**config.mk**
```make
export PLATFORM = sky130hd
export DESIGN_NAME = wb_port_arbiter
export DESIGN_NICKNAME = d
export VERILOG_FILES = /design/src/rtl/wb_port_arbiter.sv
export SDC_FILE = /design/constraint.sdc
export NUM_CORES = 1
export LEC_CHECK = 0
export CORE_MARGIN = 8
export CORE_UTILIZATION = 40
export DETAILED_ROUTE_END_ITERATION = 10
export DONT_BUFFER_PORTS = 1
export SYNTH_ARGS = -nofsm -noshare
export SYNTH_HDL_FRONTEND = slang
export SYNTH_SLANG_ARGS = --single-unit
```
**constraint.sdc**
```tcl
create_clock -name clk -period 6.2 [get_ports clk]
set_input_delay 0.31 -clock clk [delete_from_list [all_inputs] [get_ports clk]]
set_output_delay 0.31 -clock clk [all_outputs]
set_load 0.05 [all_outputs]
```
**src/rtl/wb_port_arbiter.sv**
```systemverilog
// Register-file write-port arbiter: pipeline writeback vs. buffered long-latency results.
// Optional starvation guard enabled by defining WB_STARVE_GUARD_EN.
module wb_port_arbiter #(
    parameter int size         = 32,
    parameter int ADDR_W       = 5,
    parameter int DEPTH        = 4,
    parameter int STARVE_LIMIT = 8
) (
    input  logic              clk,
    input  logic              rst_n,
    input  logic              pipe_wb_valid,
    input  logic              pipe_reg_wr,
    input  logic [ADDR_W-1:0] pipe_rd,
    input  logic [size-1:0]   pipe_wdata,
    output logic              pipe_stall,
    input  logic              lu_valid,
    input  logic [ADDR_W-1:0] lu_rd,
    input  logic [size-1:0]   lu_wdata,
    output logic              lu_ready,
    output logic              rf_we,
    output logic [ADDR_W-1:0] rf_waddr,
    output logic [size-1:0]   rf_wdata,
    output logic              lu_busy
);

    localparam int AW = $clog2(DEPTH);
    localparam int CW = AW + 1;

    logic [ADDR_W-1:0] rd_q   [DEPTH];
    logic [size-1:0]   data_q [DEPTH];
    logic [AW-1:0]     wr_ptr_q, wr_ptr_d;
    logic [AW-1:0]     rd_ptr_q, rd_ptr_d;
    logic [CW-1:0]     count_q, count_d;

    logic              rf_we_q, rf_we_d;
    logic [ADDR_W-1:0] rf_waddr_q, rf_waddr_d;
    logic [size-1:0]   rf_wdata_q, rf_wdata_d;

    logic empty, full, push, pop, pipe_req, grant_pipe;

    assign empty      = (count_q == '0);
    assign full       = (count_q == CW'(DEPTH));
    assign lu_ready   = !full;
    assign lu_busy    = !empty;
    assign push       = lu_valid && lu_ready;
    assign pipe_req   = pipe_wb_valid && pipe_reg_wr && (pipe_rd != '0);
    assign grant_pipe = pipe_req && !pipe_stall;
    assign pop        = !grant_pipe && !empty;

`ifdef WB_STARVE_GUARD_EN
    localparam int SW = $clog2(STARVE_LIMIT + 1);

    logic [SW-1:0] starve_q, starve_d;

    // Count cycles the head waits; saturate so the guard stays asserted.
    always_comb begin
        starve_d = starve_q;
        if (empty || pop) begin
            starve_d = '0;
        end else if (starve_q != SW'(STARVE_LIMIT)) begin
            starve_d = starve_q + SW'(1);
        end
    end

    assign pipe_stall = pipe_req && (starve_q >= SW'(STARVE_LIMIT));

    // Starvation counter state.
    always_ff @(posedge clk or negedge rst_n) begin
        if (!rst_n) begin
            starve_q <= '0;
        end else begin
            starve_q <= starve_d;
        end
    end
`else
    logic unused_starve;
    assign unused_starve = (STARVE_LIMIT == 0);
    assign pipe_stall    = 1'b0;
`endif

    // FIFO pointer and occupancy update; wrap is natural for power-of-two depth.
    always_comb begin
        wr_ptr_d = wr_ptr_q + AW'(push);
        rd_ptr_d = rd_ptr_q + AW'(pop);
        count_d  = count_q + CW'(push) - CW'(pop);
    end

    // Select the winning write; x0 FIFO entries retire silently.
    always_comb begin
        rf_we_d    = 1'b0;
        rf_waddr_d = rf_waddr_q;
        rf_wdata_d = rf_wdata_q;
        if (grant_pipe) begin
            rf_we_d    = 1'b1;
            rf_waddr_d = pipe_rd;
            rf_wdata_d = pipe_wdata;
        end else if (pop && (rd_q[rd_ptr_q] != '0)) begin
            rf_we_d    = 1'b1;
            rf_waddr_d = rd_q[rd_ptr_q];
            rf_wdata_d = data_q[rd_ptr_q];
        end
    end

    // FIFO control and registered write port.
    always_ff @(posedge clk or negedge rst_n) begin
        if (!rst_n) begin
            wr_ptr_q   <= '0;
            rd_ptr_q   <= '0;
            count_q    <= '0;
            rf_we_q    <= 1'b0;
            rf_waddr_q <= '0;
            rf_wdata_q <= '0;
        end else begin
            wr_ptr_q   <= wr_ptr_d;
            rd_ptr_q   <= rd_ptr_d;
            count_q    <= count_d;
            rf_we_q    <= rf_we_d;
            rf_waddr_q <= rf_waddr_d;
            rf_wdata_q <= rf_wdata_d;
        end
    end

    // FIFO storage; contents are meaningless while count is zero.
    always_ff @(posedge clk) begin
        if (push) begin
            rd_q[wr_ptr_q]   <= lu_rd;
            data_q[wr_ptr_q] <= lu_wdata;
        end
    end

    assign rf_we    = rf_we_q;
    assign rf_waddr = rf_waddr_q;
    assign rf_wdata = rf_wdata_q;

endmodule

```
==> flow_summary.yaml, run 1 <==
clock_tree:
  clock-root-buffer: "clkbuf_16"
  cts_tree: "yes"
  clk_path_buf_depth: 2
  path_clk_slew_ps: 70
  cts_max_level: 4
  clk_latency_ps: 420
  cts.sinks: 193
  ctsResizeCount: 0
  cts_inserted_buffers: 17
global_route:
  grt_pass1_vias: 4658
  grt_pass1_wl_um: 26900
  antenna_found_initial: 0
  grt-ovfl-total: 0
  grt_max_degree: 46
  grt_usage_pct: 14.8
min_path:
  min_path_type: "input pin to register"
timing:
  rsz0062_at_grt: "no"
  hold_violations: 0
  max_slew_margin_pct: 30.2
  setup_viol: 0
  max_freq_mhz: 266
  min_period_ps: 3760
  maxSlewViolCount: 0
  skew_ps: 7.55
  worstMarginPinSlew_ps: 1050
  tns_ps: 0
  period_share_pct: 60.6
floorplan:
  core-area_sq_mm: 0.0193
  io_pins: 120
  fp-row-count: 51
  dieHeight_um: 155
  die_w_um: 155
  initial_utilization_pct: 40.3
  dieArea_sq_mm: 0.0241
placed_design:
  placed_area_sq_mm: 0.00802
  dp_hpwl_um: 10500
  port-buffer-count: 0
  place.gp.congestion: 0.711
power:
  powerDensity_mw_per_mm2: 519
  leakagePower_nw: 3.13
  ir_drop_mv: 0.200
synth:
  yosysWarnings: 0
  ys_seq_area_share_pct: 71.7
  synthCells: 444
  avgSynthCellArea_sq_um: 17.5
  syn_nets: 528
  ys_types: 33
  synth-seq-cells: 193
  syn_area_sq_mm: 0.00777
final_layout:
  final_common_cell: "edfxtp_1"
  final_area_sq_mm: 0.00904
  layout-drive-gt1-share_pct: 19.5
  final_cell_mix: "148 x edfxtp_1, 43 x dfrtp_1, 39 x inv_1"
  num_antenna_cells: 0
  n_fill_cell: 1662
  syn2layout_area_growth_pct: 16.4
  nNetsFinal: 564
worst_setup_path:
  critPathLaunchType: "register"
  ff2ff_path_depth: 6
  path_cells: "buf_4 > mux4_2 > nor3_4 > buf_4 > o211a_2 > a211oi_1"
  required_ps: 6450
  cpMaxStageDelayCell: "o211a_2"
  crit_type: "register to register"
  crit_buf_inv: 2
  path_max_fanout: 35
  worst_r2r_endpoint: "rf_wdata[11]"
  worstReg2RegStart: "rd_ptr_q[0]"
  reg2reg_setup_slack_ps: 2440
  cp-startpoint: "rd_ptr_q[0]"
  cpMostUsedCell: "buf_4"
  end_kind: "register"
  cp_top_family: "compound AO/OA/AOI/OAI gates"
  critPathArrivalTime_ps: 4010
  path_depth: 6
  max_stage_delay_ps: 890
  setup.worst_path.end: "rf_wdata[11]"
detailed_routing:
  vias: 4071
  drtPass1Iterations: 4
  drt-total-wl_um: 16800
  drt.antenna.violating_nets: 0
  drt-vias-per-instance: 5.37
  drtIter0Drc: 246
  post_drt_wl_per_cell_um: 22.2
  route.detailed.drc: 0
run_status:
  status: "complete, no violations"
job:
  max-cap-violations: 0
## metrics by stage
step / util [%] / setup WS, ps / cells / hold WS, ps / total power [mW]
final: 46.9 / 2440 / 758 / 20.9 / 4.70
after global placement: 41.6 / 2470 / 687 / 15.7 / 3.56
after CTS: 46.9 / 2340 / 758 / 1.42 / 4.76
after global routing: 46.9 / 2130 / 758 / 10.0 / 4.93
after detailed placement: 41.6 / 2360 / 687 / 15.7 / 3.61
after floorplan: - / 2240 / 444 / 14.4 / 3.28
## sequential cells by signal, summed over array words and instances (netlist names)
register / cells
rd_q: 20
data_q: 128
wr_ptr_q: 2
rf_wdata: 32
rf_we: 1
rf_waddr: 5
count_q: 3
rd_ptr_q: 2
## routing by layer
metal  part of all wire, %  track usage (%)  up-vias
met2                    51             25.3      101
li1                      -                -     1812
met5                     0                0        -
met3                   6.9             5.10       21
met1                    41             17.1     2137
met4                   1.6             5.04        0
## cell type report
class / instances / area, sq um / area share (%)
Inverter: 39 / 146 / 1.62
Clock inverter: 7 / 96.3 / 1.07
Sequential cell: 193 / 5570 / 61.6
Timing Repair Buffer: 47 / 468 / 5.18
Multi-Input combinational cell: 182 / 1910 / 21.1
Clock buffer: 25 / 518 / 5.73
Tap cell: 265 / 332 / 3.67
## how the worst min path moves through the flow
| stage | startpoint | end | cells past startpoint |
|---|---|---|---|
| after global placement | rst_n | rf_wdata[22] | 0 |
| after global routing | pipe_rd[2] | rf_waddr[2] | 2 |
| after detailed placement | rst_n | rf_wdata[21] | 0 |
| final | pipe_rd[2] | rf_waddr[2] | 2 |
| after floorplan | rst_n | count_q[0] | 0 |
| after CTS | pipe_rd[2] | rf_waddr[2] | 2 |
## power breakdown
part           switching, mW  internal, mW  total, mW
clock                  0.447         0.665       1.11
combinational          0.627         0.493       1.12
sequential             0.705          1.76       2.46
total                   1.78          2.92       4.70
## cell families (layout without fill, tap and decap cells)
| kind of cell | count (synthesis) | count (layout) | share of synthesized area, % |
|---|---|---|---|
| mux | 37 | 37 | 10.7 |
| other cells | 1 | 1 | 0.0483 |
| buf+inv | 69 | 118 | 4.28 |
| compound gates | 75 | 75 | 8.49 |
| flops | 193 | 193 | 71.7 |
| fa+ha+maj | 5 | 5 | 0.902 |
| xor+xnor | 4 | 4 | 0.451 |
| simple gates | 60 | 60 | 3.40 |
## synth_stat cells
cell type	n	area, sq um
o211ai_2	1	12.5
o211ai_1	4	30.0
edfxtp_1	148	4440
mux4_2	37	833
a2111oi_0	32	280
nor3_1	1	5.00
nand3_1	5	25.0
a21oi_1	1	5.00
buf_8	1	15.0
buf_4	4	30.0
dfrtp_1	45	1130
inv_1	39	146
fa_1	1	20.0
xnor2_1	2	17.5
xor2_1	2	17.5
buf_6	5	56.3
o211a_1	2	20.0
nor3_4	1	16.3
and3_1	1	6.26
or4_4	1	11.3
nand2_1	13	48.8
a221oi_1	1	8.76
ha_1	4	50.1
nor2_1	36	135
a211oi_2	10	125
o21ai_0	1	5.00
clkbuf_1	11	41.3
nor3_2	1	10.0
conb_1	1	3.75
buf_2	8	40.0
nor2_2	1	6.26
buf_1	1	3.75
a211oi_1	23	173
## what timing repair did
| item | in CTS | in global routing |
|---|---|---|
| setup endpoints to repair | 0 | 0 |
| hold buffers | 39 | 0 |
| endpoints found under the hold margin | 193 | 0 |
| buffers inserted | 0 | 0 |
(Power assumes the default switching activity.)
==> inputs of run 2 (changes only) <==
Clock period 6.2 ns to 3.3 ns, I/O delays scaled along.
==> run 2 against run 1 <==
Net effect:
- routed wire length is 4.5% higher
- largest cell class unchanged
- non-clock buffer count grew 47
- via count up 4.5%
==> flow_summary.yaml, run 2 (synthesized netlist as in run 1, its figures left out) <==
timing:
  maxSlewViolCount: 0
  rsz0062_at_grt: "no"
  setup_viol: 0
  hold_violations: 0
  skew_ps: 16.1
  period_share_pct: 75.1
  tns_ps: 0
  worstMarginPinSlew_ps: 599
  min_period_ps: 2480
  fin_hold_ws_ps: 133
  max_freq_mhz: 403
  max_slew_margin_pct: 59.0
job:
  max-cap-violations: 0
floorplan:
  core-area_sq_mm: 0.0193
  dieArea_sq_mm: 0.0241
  io_pins: 120
  dieHeight_um: 155
  initial_utilization_pct: 40.3
  die_w_um: 155
  fp-row-count: 51
final_layout:
  n_fill_cell: 1622
  final_cell_mix: "148 x edfxtp_1, 76 x dlygate4sd3_1, 43 x dfrtp_1"
  largest_reg_flops: 128
  final_common_cell: "edfxtp_1"
  num_antenna_cells: 0
  final_util_pct: 49.6
  nNetsFinal: 611
  syn2layout_area_growth_pct: 22.9
  multi_input_comb_area_sq_mm: 0.00191
  ff_latch_area_sq_mm: 0.00557
  layout-drive-gt1-share_pct: 20.2
  max_flop_register: "data_q"
power:
  intPower_mw: 5.50
  power_mw: 9.02
  power_switching_mw: 3.51
  leakagePower_nw: 3.36
  combPwrFrac_pct: 25.9
  powerDensity_mw_per_mm2: 944
  switching_share_pct: 39.0
  p_clk_share_pct: 23.5
  ir_drop_mv: 0.455
  p_seq_share_pct: 50.6
detailed_routing:
  vias: 4255
  drtIter0Drc: 285
  post_drt_wl_per_cell_um: 21.8
  route.detailed.drc: 0
  drt-total-wl_um: 17600
  drtPass1Iterations: 4
  drt-vias-per-instance: 5.29
  drt.antenna.violating_nets: 0
clock_tree:
  post_cts_buffers: 0
  path_clk_slew_ps: 70
  cts_max_level: 4
  cts.sinks: 193
  clk_latency_ps: 440
  cts_inserted_buffers: 17
  clock-root-buffer: "clkbuf_16"
  ctsResizeCount: 0
  clk_path_buf_depth: 2
  cts_tree: "yes"
worst_setup_path:
  critPathLaunchType: "register"
  critPathArrivalTime_ps: 2810
  required_ps: 3640
  end_kind: "register"
  crit_type: "register to register"
  path_max_fanout: 21
placed_design:
  dp_hpwl_um: 11300
  place.gp.congestion: 0.751
  port-buffer-count: 0
run_status:
  status: "complete, no violations"
global_route:
  grt_pass1_vias: 4839
  grt_pass1_wl_um: 27400
  grt-ovfl-total: 0
  grt_max_degree: 46
  grt_usage_pct: 15.2
  antenna_found_initial: 0
min_path:
  min_path_type: "input pin to register"
-- run 2: metal layers --
metal  GRT usage, %  vias to the layer above  part of all wire (%)
li1               -                     1912                     -
met1           17.2                     2204                    40
met2           25.9                      117                    52
met3           5.02                       22                   6.1
met4           6.38                        0                   1.7
met5              0                        -                     0
-- run 2: path summary, 6_finish.rpt --
| kind | from | cells after the start | slack (ps) | end |
|---|---|---|---|---|
| max in group asynchronous | rst_n | 2 | 2810 | rd_ptr_q[1] |
| worst max-delay path | rd_ptr_q[0] | 5 | 820 | rf_wdata[24] |
| worst min register to register | count_q[0] | 1 | 610 | count_q[0] |
| worst min-delay path | lu_valid | 3 | 130 | wr_ptr_q[0] |
| min in group asynchronous | rst_n | 2 | 250 | rf_we |
| worst max register to register | rd_ptr_q[0] | 5 | 820 | rf_wdata[24] |
-- run 2: cell type report --
class                   count  area share (%)
clock buffers              19            4.86
clock inverters            13            1.62
well taps                 265            3.47
multi-input cells         182            20.0
flip-flops and latches    193            58.4
repair buffers             94            10.1
inverters                  39            1.53
-- run 2: worst max-delay path: stages (launching register included) --
cell and delay, ps:
dfrtp_2 670, mux4_2 650, nor2_4 500, buf_12 210, a2111oi_0 120, a211oi_1 230
-- run 2: stage by stage --
step	worst slack (ps)	instance area, sq um	instances
floorplan	179	7770	444
global placement	821	8140	696
detailed placement	770	8140	696
CTS	757	9550	805
global route	649	9550	805
finish	821	9550	805
-- run 2: power by group through the flow --
stage / clock, mW / combinational [mW] / sequential, mW
floorplan: 0 / 1.76 / 4.39
global placement: 0 / 2.20 / 4.61
detailed placement: 0 / 2.27 / 4.64
CTS: 2.16 / 2.38 / 4.59
global route: 2.25 / 2.56 / 4.65
finish: 2.12 / 2.34 / 4.57
-- run 2: what timing repair did --
| action | in CTS | in global routing |
|---|---|---|
| hold buffers | 77 | 0 |
| endpoints found under the hold margin | 230 | 0 |
| endpoints found under the setup margin | 0 | 0 |
